File: config.mk
export PLATFORM = sky130hd
export DESIGN_NAME = mux_display_ctrl
export DESIGN_NICKNAME = d
export VERILOG_FILES = /design/src/rtl/disp_pkg.sv /design/src/rtl/bin2bcd_seq.sv /design/src/rtl/mux_display_ctrl.sv
export SDC_FILE = /design/constraint.sdc
export NUM_CORES = 1
export LEC_CHECK = 0
export CAP_MARGIN = 30
export CORE_ASPECT_RATIO = 1.2
export CORE_MARGIN = 2
export CORE_UTILIZATION = 52
export DETAILED_ROUTE_END_ITERATION = 6
export GPL_ROUTABILITY_DRIVEN = 0
export PLACE_DENSITY = 0.75
export SETUP_SLACK_MARGIN = 0.15
export SLEW_MARGIN = 15
export SYNTH_ARGS = -nofsm -noshare
export SYNTH_HDL_FRONTEND = slang
export SYNTH_SLANG_ARGS = --single-unit
File: constraint.sdc
create_clock -name clk -period 2.1 [get_ports clk]
set_input_delay 0.42 -clock clk [delete_from_list [all_inputs] [get_ports clk]]
set_output_delay 0.42 -clock clk [all_outputs]
set_load 0.1 [all_outputs]
File: src/rtl/disp_pkg.sv
// Shared definitions for the multiplexed 7-segment display path.
// - Active-low segment patterns, ordered {g,f,e,d,c,b,a}.
// - seg_decode: BCD nibble to segment pattern. Codes 10-15 decode to blank.
// - pow10: a constant power of ten, used for the overflow threshold.
// - bcd_state_e: states of the sequential binary-to-BCD converter.
package disp_pkg;

    typedef longint unsigned u64_t;

    typedef enum logic [1:0] {
        StIdle,
        StShift,
        StDone
    } bcd_state_e;

    localparam logic [6:0] SEG_0     = 7'h40;
    localparam logic [6:0] SEG_1     = 7'h79;
    localparam logic [6:0] SEG_2     = 7'h24;
    localparam logic [6:0] SEG_3     = 7'h30;
    localparam logic [6:0] SEG_4     = 7'h19;
    localparam logic [6:0] SEG_5     = 7'h12;
    localparam logic [6:0] SEG_6     = 7'h02;
    localparam logic [6:0] SEG_7     = 7'h78;
    localparam logic [6:0] SEG_8     = 7'h00;
    localparam logic [6:0] SEG_9     = 7'h10;
    localparam logic [6:0] SEG_BLANK = 7'h7F;
    localparam logic [6:0] SEG_DASH  = 7'h3F;

    function automatic logic [6:0] seg_decode(input logic [3:0] nibble);
        logic [6:0] seg;
        case (nibble)
            4'd0:    seg = SEG_0;
            4'd1:    seg = SEG_1;
            4'd2:    seg = SEG_2;
            4'd3:    seg = SEG_3;
            4'd4:    seg = SEG_4;
            4'd5:    seg = SEG_5;
            4'd6:    seg = SEG_6;
            4'd7:    seg = SEG_7;
            4'd8:    seg = SEG_8;
            4'd9:    seg = SEG_9;
            default: seg = SEG_BLANK;
        endcase
        return seg;
    endfunction

    function automatic u64_t pow10(input int unsigned n);
        u64_t r;
        r = 64'd1;
        for (int unsigned i = 0; i < n; i++) begin
            r = r * 64'd10;
        end
        return r;
    endfunction

endpackage

File: src/rtl/bin2bcd_seq.sv
// Sequential shift-add-3 binary-to-BCD converter.
// Ports:
//   clk, rst  - clock, synchronous active-high reset
//   start     - begin a conversion of bin; accepted in IDLE or DONE
//   bin       - DATA_W-bit binary input, captured when start is accepted
//   busy      - high in SHIFT and DONE
//   done      - high for the single DONE cycle; bcd is final while it is high
//   bcd       - NUM_DIGITS packed BCD digits, digit 0 in bits [3:0]
// Only the low NUM_DIGITS digits are kept: bits only ever move upward in
// shift-add-3, so truncating the accumulator leaves the kept digits exact.
module bin2bcd_seq
    import disp_pkg::*;
#(
    parameter int unsigned DATA_W     = 14,
    parameter int unsigned NUM_DIGITS = 4
) (
    input  logic                    clk,
    input  logic                    rst,
    input  logic                    start,
    input  logic [DATA_W-1:0]       bin,
    output logic                    busy,
    output logic                    done,
    output logic [4*NUM_DIGITS-1:0] bcd
);

    localparam int unsigned BCD_W = 4 * NUM_DIGITS;
    localparam int unsigned CNT_W = $clog2(DATA_W + 1);

    bcd_state_e        state_q, state_d;
    logic [DATA_W-1:0] sr_q, sr_d;
    logic [BCD_W-1:0]  acc_q, acc_d;
    logic [CNT_W-1:0]  cnt_q, cnt_d;
    logic              busy_q, busy_d;
    logic              done_q, done_d;
    logic [BCD_W-1:0]  adj;

    always_comb begin
        state_d = state_q;
        sr_d    = sr_q;
        acc_d   = acc_q;
        cnt_d   = cnt_q;

        // Add 3 to every nibble >= 5 before the shift.
        adj = acc_q;
        for (int i = 0; i < int'(NUM_DIGITS); i++) begin
            if (acc_q[4*i +: 4] >= 4'd5) begin
                adj[4*i +: 4] = acc_q[4*i +: 4] + 4'd3;
            end
        end

        unique case (state_q)
            StIdle, StDone: begin
                if (start) begin
                    state_d = StShift;
                    sr_d    = bin;
                    acc_d   = '0;
                    cnt_d   = '0;
                end else begin
                    state_d = StIdle;
                end
            end
            StShift: begin
                acc_d = {adj[BCD_W-2:0], sr_q[DATA_W-1]};
                sr_d  = sr_q << 1;
                cnt_d = cnt_q + 1'b1;
                if (cnt_q == CNT_W'(DATA_W - 1)) begin
                    state_d = StDone;
                end
            end
            default: state_d = StIdle;
        endcase

        busy_d = (state_d != StIdle);
        done_d = (state_d == StDone);
    end

    always_ff @(posedge clk) begin
        if (rst) begin
            state_q <= StIdle;
            sr_q    <= '0;
            acc_q   <= '0;
            cnt_q   <= '0;
            busy_q  <= 1'b0;
            done_q  <= 1'b0;
        end else begin
            state_q <= state_d;
            sr_q    <= sr_d;
            acc_q   <= acc_d;
            cnt_q   <= cnt_d;
            busy_q  <= busy_d;
            done_q  <= done_d;
        end
    end

    assign busy = busy_q;
    assign done = done_q;
    assign bcd  = acc_q;

endmodule

File: src/rtl/mux_display_ctrl.sv
// Multiplexed 7-segment display controller.
// Ports:
//   clk, rst  - clock, synchronous active-high reset
//   value     - binary number to display, captured on load
//   load      - 1-cycle strobe; the value is queued (last load wins) and
//               converted as soon as the converter can accept it
//   dp_en     - per-digit decimal point enable, sampled live
//   busy      - a load is queued or a conversion is running
//   overflow  - displayed value does not fit in NUM_DIGITS digits
//   anode     - active-low one-hot digit select, bit 0 = ones
//   seg       - active-low segments {g,f,e,d,c,b,a}
//   dp        - active-low decimal point
// The display register only changes when a conversion finishes, so a partial
// conversion is never shown.
module mux_display_ctrl
    import disp_pkg::*;
#(
    parameter int unsigned NUM_DIGITS  = 4,
    parameter int unsigned DATA_W      = 14,
    parameter int unsigned REFRESH_DIV = 50000,
    parameter int unsigned BLANK_LZ    = 1
) (
    input  logic                  clk,
    input  logic                  rst,
    input  logic [DATA_W-1:0]     value,
    input  logic                  load,
    input  logic [NUM_DIGITS-1:0] dp_en,
    output logic                  busy,
    output logic                  overflow,
    output logic [NUM_DIGITS-1:0] anode,
    output logic [6:0]            seg,
    output logic                  dp
);

    localparam int unsigned IDX_W     = (NUM_DIGITS > 1) ? $clog2(NUM_DIGITS) : 1;
    localparam int unsigned PRE_W     = $clog2(REFRESH_DIV);
    localparam u64_t        OVF_LIMIT = pow10(NUM_DIGITS);

    logic                    pend_q, pend_d;
    logic [DATA_W-1:0]       pend_val_q, pend_val_d;
    logic                    cur_ovf_q, cur_ovf_d;
    logic                    ovf_q, ovf_d;
    logic [4*NUM_DIGITS-1:0] disp_q, disp_d;
    logic [PRE_W-1:0]        presc_q, presc_d;
    logic [IDX_W-1:0]        idx_q, idx_d;
    logic [NUM_DIGITS-1:0]   anode_q, anode_d;
    logic [6:0]              seg_q, seg_d;
    logic                    dp_q, dp_d;

    logic                    core_busy;
    logic                    core_done;
    logic [4*NUM_DIGITS-1:0] core_bcd;
    logic                    core_accept;

    logic [NUM_DIGITS-1:0]   zero_from;
    logic [NUM_DIGITS-1:0]   one_hot;
    logic [3:0]              cur_nib;
    logic                    cur_zero;
    logic                    cur_dp_en;
    logic                    run_zero;
    logic                    blank;

    bin2bcd_seq #(
        .DATA_W     (DATA_W),
        .NUM_DIGITS (NUM_DIGITS)
    ) u_bin2bcd (
        .clk   (clk),
        .rst   (rst),
        .start (pend_q),
        .bin   (pend_val_q),
        .busy  (core_busy),
        .done  (core_done),
        .bcd   (core_bcd)
    );

    // The converter accepts a start when idle or in its final (DONE) cycle.
    assign core_accept = pend_q && (!core_busy || core_done);

    // Load queue, overflow tracking and display register.
    always_comb begin
        pend_d     = pend_q;
        pend_val_d = pend_val_q;
        cur_ovf_d  = cur_ovf_q;
        ovf_d      = ovf_q;
        disp_d     = disp_q;

        if (core_accept) begin
            pend_d    = 1'b0;
            cur_ovf_d = (u64_t'(pend_val_q) >= OVF_LIMIT);
        end
        // A load on the accept cycle re-queues, so the newest value is not lost.
        if (load) begin
            pend_d     = 1'b1;
            pend_val_d = value;
        end
        // cur_ovf_q still belongs to the finishing conversion here.
        if (core_done) begin
            disp_d = core_bcd;
            ovf_d  = cur_ovf_q;
        end
    end

    // Prescaler, scan index and registered digit outputs.
    always_comb begin
        presc_d = presc_q + 1'b1;
        idx_d   = idx_q;
        if (presc_q == PRE_W'(REFRESH_DIV - 1)) begin
            presc_d = '0;
            idx_d   = (idx_q == IDX_W'(NUM_DIGITS - 1)) ? '0 : idx_q + 1'b1;
        end

        // zero_from[i]: digits i..NUM_DIGITS-1 are all zero.
        zero_from = '0;
        run_zero  = 1'b1;
        for (int i = int'(NUM_DIGITS) - 1; i >= 0; i--) begin
            run_zero     = run_zero && (disp_q[4*i +: 4] == 4'd0);
            zero_from[i] = run_zero;
        end

        one_hot   = '0;
        cur_nib   = '0;
        cur_zero  = 1'b0;
        cur_dp_en = 1'b0;
        for (int i = 0; i < int'(NUM_DIGITS); i++) begin
            if (idx_q == IDX_W'(i)) begin
                one_hot[i] = 1'b1;
                cur_nib    = disp_q[4*i +: 4];
                cur_zero   = zero_from[i];
                cur_dp_en  = dp_en[i];
            end
        end

        blank = (BLANK_LZ != 0) && (idx_q != '0) && cur_zero;

        if (ovf_q) begin
            seg_d = SEG_DASH;
        end else if (blank) begin
            seg_d = SEG_BLANK;
        end else begin
            seg_d = seg_decode(cur_nib);
        end
        anode_d = ~one_hot;
        dp_d    = ~cur_dp_en;
    end

    always_ff @(posedge clk) begin
        if (rst) begin
            pend_q     <= 1'b0;
            pend_val_q <= '0;
            cur_ovf_q  <= 1'b0;
            ovf_q      <= 1'b0;
            disp_q     <= '0;
            presc_q    <= '0;
            idx_q      <= '0;
            anode_q    <= '1;
            seg_q      <= SEG_BLANK;
            dp_q       <= 1'b1;
        end else begin
            pend_q     <= pend_d;
            pend_val_q <= pend_val_d;
            cur_ovf_q  <= cur_ovf_d;
            ovf_q      <= ovf_d;
            disp_q     <= disp_d;
            presc_q    <= presc_d;
            idx_q      <= idx_d;
            anode_q    <= anode_d;
            seg_q      <= seg_d;
            dp_q       <= dp_d;
        end
    end

    assign busy     = pend_q | core_busy;
    assign overflow = ovf_q;
    assign anode    = anode_q;
    assign seg      = seg_q;
    assign dp       = dp_q;

endmodule

=== Yosys cells after proc, flatten, opt, wreduce, memory -nomap -nowiden ===
Memory sizes are Yosys's and may differ from the RTL's.
Cells that the tools add are included.

* Register bits after elaboration: 101
* Memory bits (read-only): 112
* Bits of input ports: 21
* Output and inout bits: 14
* Word-level logic and storage cells: 97
* Memories: 1

* Add/subtract/negate cells: 7
* Magnitude comparators: 5
* Equality and inequality tests: 9
* Mux-type cells: 34
* Bitwise gates (word level): 3
* Reductions and logical operators: 21

{| class="wikitable"
|+ Memories
! name !! depth !! bits a word !! rd ports !! clocked after Yosys merged registers in !! wr ports !! RTL line !! RTL
|-
| (name not given) || 16 || 7 || 1 || 0 || 0 || disp_pkg.sv:31 || <nowiki>case (nibble)</nowiki>
|}

{| class="wikitable"
|+ Operators by type and width
! operator !! number
|-
| 4-bit two-way mux || 8
|-
| 16-bit one-hot mux with 2 select lines || 1
|-
| 14-bit one-hot mux with 2 select lines || 1
|-
| 16-bit by 1-bit adder with 16-bit output (second input constant) || 1
|-
| 16-bit equality test (second input constant) || 1
|-
| 4-bit by 3-bit >= comparator with 1-bit output (second input constant) || 4
|-
| 4-bit logical NOT || 4
|-
| 16-bit two-way mux || 1
|-
| 1-bit two-way mux || 15
|-
| 14-bit >= comparator (second input constant) || 1
|-
| 14-bit two-way mux || 1
|-
| 7-bit two-way mux || 2
|-
| 4-bit by 2-bit adder with 4-bit output (second input constant) || 3
|-
| 2-bit equality test (second input constant) || 4
|-
| 4-bit one-hot mux with 2 select lines || 1
|-
| 2-bit nonzero test || 4
|-
| 1-bit logical AND || 5
|-
| 4-bit by 1-bit adder with 4-bit output (second input constant) || 1
|-
| 2-bit by 1-bit equality test with 1-bit output (second input constant) || 2
|-
| 4-bit equality test (second input constant) || 1
|-
| 2-bit logical NOT || 2
|-
| 2-bit two-way mux || 2
|-
| 4-bit inverter || 1
|-
| 2-bit one-hot mux with 2 select lines || 1
|-
| 11 further kinds || 12
|}

=== Depth between registers and ports, before layout ===
* Depth in word-level cells: 11
* Mapped depth: 10
* Gate-level depth less buffers: 9

=== Modules after synthesis ===
Synthesis repeated with hierarchy kept, for this count alone.

* Cells, all modules: 490
* Area total of the unflattened synthesis: 4505.6 um2

{| class="wikitable"
|+ Modules (own cells, without submodules)
! module !! instances !! cells each !! area each (um2)
|-
| mux_display_ctrl || 1 || 299 || 2742.6
|-
| bin2bcd_seq || 1 || 191 || 1762.9
|}

=== Worst setup path before layout ===
No wires, ideal clock.

* Path kind: reg2reg
* From: register idx_q[0]
* To: register seg_q[6], in the netlist seg[6]
* Setup time: 162 ps
* Arrival: 1957 ps
* Setup slack: -19 ps
* Cell stages (with the launch flop): 11
* Buffers on the path: 1
* Period minus slack after synthesis: 2119 ps
* Path through: dfxtp_1 > inv_1 > ha_1 > buf_2 > a211oi_1 > a211o_1 > inv_1 > ha_1 > or3_1 > a21oi_1 > o31ai_1

* Word-level cells in the longest chain between the ends: 8
* Elaborated cells on any way between the ends: 17
* Classes of those cells: eq/ne (3); mux (10); reduce/logical (3); memory (1)

{| class="wikitable"
|+ Ends and longest elaborated chain
! item !! RTL line !! RTL
|-
| from (decl) || mux_display_ctrl.sv:45 || <nowiki>logic [IDX_W-1:0] idx_q, idx_d;</nowiki>
|-
| from (signal assigned) || mux_display_ctrl.sv:165 || <nowiki>idx_q <= idx_d;</nowiki>
|-
| 2-bit logical NOT || mux_display_ctrl.sv:125 || <nowiki>if (idx_q == IDX_W'(i)) begin</nowiki>
|-
| 4-bit two-way mux or 1-bit two-way mux (tied branches) (4 in a row) || mux_display_ctrl.sv:125 ||
|-
| memory read 16 x 7 bit or 1-bit logical AND (tied branches) || - ||
|-
| 7-bit two-way mux * || mux_display_ctrl.sv:137 || <nowiki>end else if (blank) begin</nowiki>
|-
| 7-bit two-way mux * || mux_display_ctrl.sv:135 || <nowiki>if (ovf_q) begin</nowiki>
|-
| to (signal assigned) || mux_display_ctrl.sv:167 || <nowiki>seg_q <= seg_d;</nowiki>
|-
| to (decl) || mux_display_ctrl.sv:47 || <nowiki>logic [6:0] seg_q, seg_d;</nowiki>
|}

Every way passes the cells marked *; elsewhere a longest branch is shown, timed or not.
A chain may end at the register's enable or synchronous reset.

=== Final worst setup path ===
* From: register idx_q[1]
* To: register seg_q[0], in the netlist seg[0]

* Word-level cells in the longest chain between the ends: 7
* Elaborated cells on any way between the ends: 16
* Classes of those cells: eq/ne (3); mux (8); reduce/logical (4); memory (1)

{| class="wikitable"
|+ Ends and longest elaborated chain
! item
|-
| branches (longest 7 deep; another with memory read 16 x 7 bit)
|}

Parallel ways; which one is timed is not known.

==> out/qor.yml <==
routing:
  vias: 3565
  dr.pass1.iters: 4
  ant_nets: 0
  drt_iter0_markers: 280
  drc: 0
  postRouteWirelength_um: 9000
  avgRoutedWirePerCell_um: 13.6
  via_per_inst: 5.40
cts:
  cts_made_buffers: 9
  h-tree-depth: 3
  root_buffer: "clkbuf_8"
  cts_tree: "built"
  clk_pin_slew_worst_paths_ps: 90
  clock_latency_ps: 370
  cts_buffer_depth: 2
  hold_buffers: 0
  cts.sink_count: 101
floorplanning:
  initial_core_util: 0.527
  dieArea_mm2: 0.00935
  io_pins: 35
  die_w_um: 88.6
  fp.coreArea_mm2: 0.00847
  rows: 37
  fp.dieH_um: 106
timing:
  hold_viol_final: 0
  min_period_ps: 2000
  rsz0062_at_grt: "yes"
  finalSetupTns_ps: 0
  max_freq_mhz: 500
  fin_skew_ps: 9.27
  relSlewSlack: 0.638
  setup_viol: 0
  worst_pin_slew_ps: 543
  slew_viol_final: 0
  min_period_over_period: 0.952
global_routing:
  grt_max_degree: 72
  antenna_found_initial: 0
  grt_pass1_vias: 3357
  met3_usage: 0.0321
  grt_first_pass_wirelength_um: 15000
  grtUsageMet2: 0.335
  top_usage_layer: "met2"
  grt_overflow: 0
  met1_usage: 0.247
  grt_use_total: 0.201
placed_design:
  io_buffers: 34
  dp_hpwl_um: 5940
  dpl.cell_count: 633
  place_area_mm2: 0.00496
worst_setup_path:
  cp-start-kind: "flop"
  cp.arrival_ps: 2270
  crit_type: "reg -> reg"
  cp_max_fo: 6
  critPathCaptureType: "flop"
  required_ps: 2370
flow_run:
  drv_cap: 0
logic_synthesis:
  syn_inst: 496
  yosys.area.top_type: "dfxtp_1"
  yosysMostFrequentCell: "dfxtp_1"
  avgSynthCellArea_um2: 9.00
  yosysWarnings: 0
  synthesis.area_mm2: 0.00446
  synthesis.nets: 537
  synth_area_leaders: "dfxtp_1 (45%), mux2i_1 (7.6%), nor2_1 (6.6%)"
  ys_seq_elements: 101
  synth_top_flop_cell: "dfxtp_1"
  ys_top_cells_by_count: "dfxtp_1 (101), nor2_1 (78), a21oi_1 (34), mux2i_1 (34), nand2_1 (32)"
  yosysSeqAreaShare: 0.453
  synthArstFlopShare: 0
  yosys.area.top_type_share: 0.453
  synth_edf_count: 0
  synth.distinct_cells: 48
worst_hold_path:
  hold_class: "in -> reg"
cells_and_area:
  fin_cells: 660
  fin_area_mm2: 0.00537
  drive_gt1_frac: 0.168
  syn_to_final_growth_pct: 20.2
  fin_util: 0.634
  n_antenna_cell: 0
  finalNetCount: 580
power_and_ir_drop:
  cellPowerDensity_mw_per_mm2: 661
  irDropWorstVdd_mv: 0.435
  leakage_nw: 2.02
  power.total_mw: 3.55
outcome:
  status: "finished, final reports clean"
[placed cells by master (no fill, tap or decap), types with 4 or more instances in the layout]
master / n
nand3_1: 12
mux2i_1: 34
nand3b_1: 4
a22oi_1: 20
ha_4: 5
dfxtp_1: 99
o21ai_0: 10
nand2b_1: 11
a21oi_1: 34
xnor2_1: 13
xor2_1: 8
clkbuf_8: 11
ha_1: 13
inv_1: 16
nor3_1: 8
clkdlybuf4s50_1: 19
nand2_1: 31
nor2b_1: 4
nand4_1: 6
buf_4: 36
nor2_1: 75
[cell families after synthesis]
logic type                 share of synthesized area
AOI/OAI and AO/OA                              0.133
buffers and inverters                         0.0432
DFF                                            0.453
adders and majority gates                     0.0561
muxes                                         0.0762
and+or+nand+nor                                0.198
xor gates and xnor gates                      0.0412
[sequential cells by signal, summed over array words and instances (netlist names), 4 cells and up]
name             cells
disp_q              16
u_bin2bcd.bcd       16
anode                4
u_bin2bcd.cnt_q      4
seg                  7
pend_val_q          14
u_bin2bcd.sr_q      14
presc_q             16
[per-layer routing]
layer  part of all wire  wire length (um)  vias up
met3              0.035               313       17
li1                   -                 -     1788
met4              0.029               259        0
met2               0.50              4520       75
met5                  0                 0        -
met1               0.43              3900     1685
[worst paths after layout]
kind,slack [ps],cells after the start,end,from
worst max-delay path,100,8,seg[0],idx_q[1]
worst min-delay path,400,2,idx_q[1],rst
worst max register to register,100,8,seg[0],idx_q[1]
worst min register to register,460,2,cur_ovf_q,cur_ovf_q
[metrics by stage]
stage / setup slack, ps / hold slack [ps]
global route: 12.3 / 423
finish: 101 / 404
CTS: 114 / 383
floorplan: 126 / 430
detailed placement: 19.9 / 445
global placement: 93.7 / 440
[layout make-up]
type / count / area, um^2
Multi-Input combinational cell: 347 / 2390
Clock buffer: 12 / 155
Timing Repair Buffer: 60 / 519
Fill cell: 697 / 3100
Tap cell: 117 / 146
Clock inverter: 3 / 43.8
Sequential cell: 101 / 2030
Inverter: 20 / 80.1
[where the power goes]
part | switching (mW) | leakage [nW] | total, mW | internal [mW]
clock | 0.646 | 0.0990 | 1.26 | 0.611
sequential | 0.0271 | 0.823 | 1.98 | 1.95
combinational | 0.201 | 1.09 | 0.307 | 0.107
[worst max-delay path: stages (launching register included)]
cell and delay [ps]:
dfxtp_4 380, inv_4 80, ha_4 170, buf_6 120, nand2_2 40, a311o_1 410
or4_4 540, nor2_2 100, a21oi_1 40
[what timing repair did]
action	in CTS	in global routing
resized for setup	7	27
pin swaps	3	10
endpoints found under the setup margin	5	7
buffers inserted	6	6
Note: power is estimated with default switching activity, not from simulation.
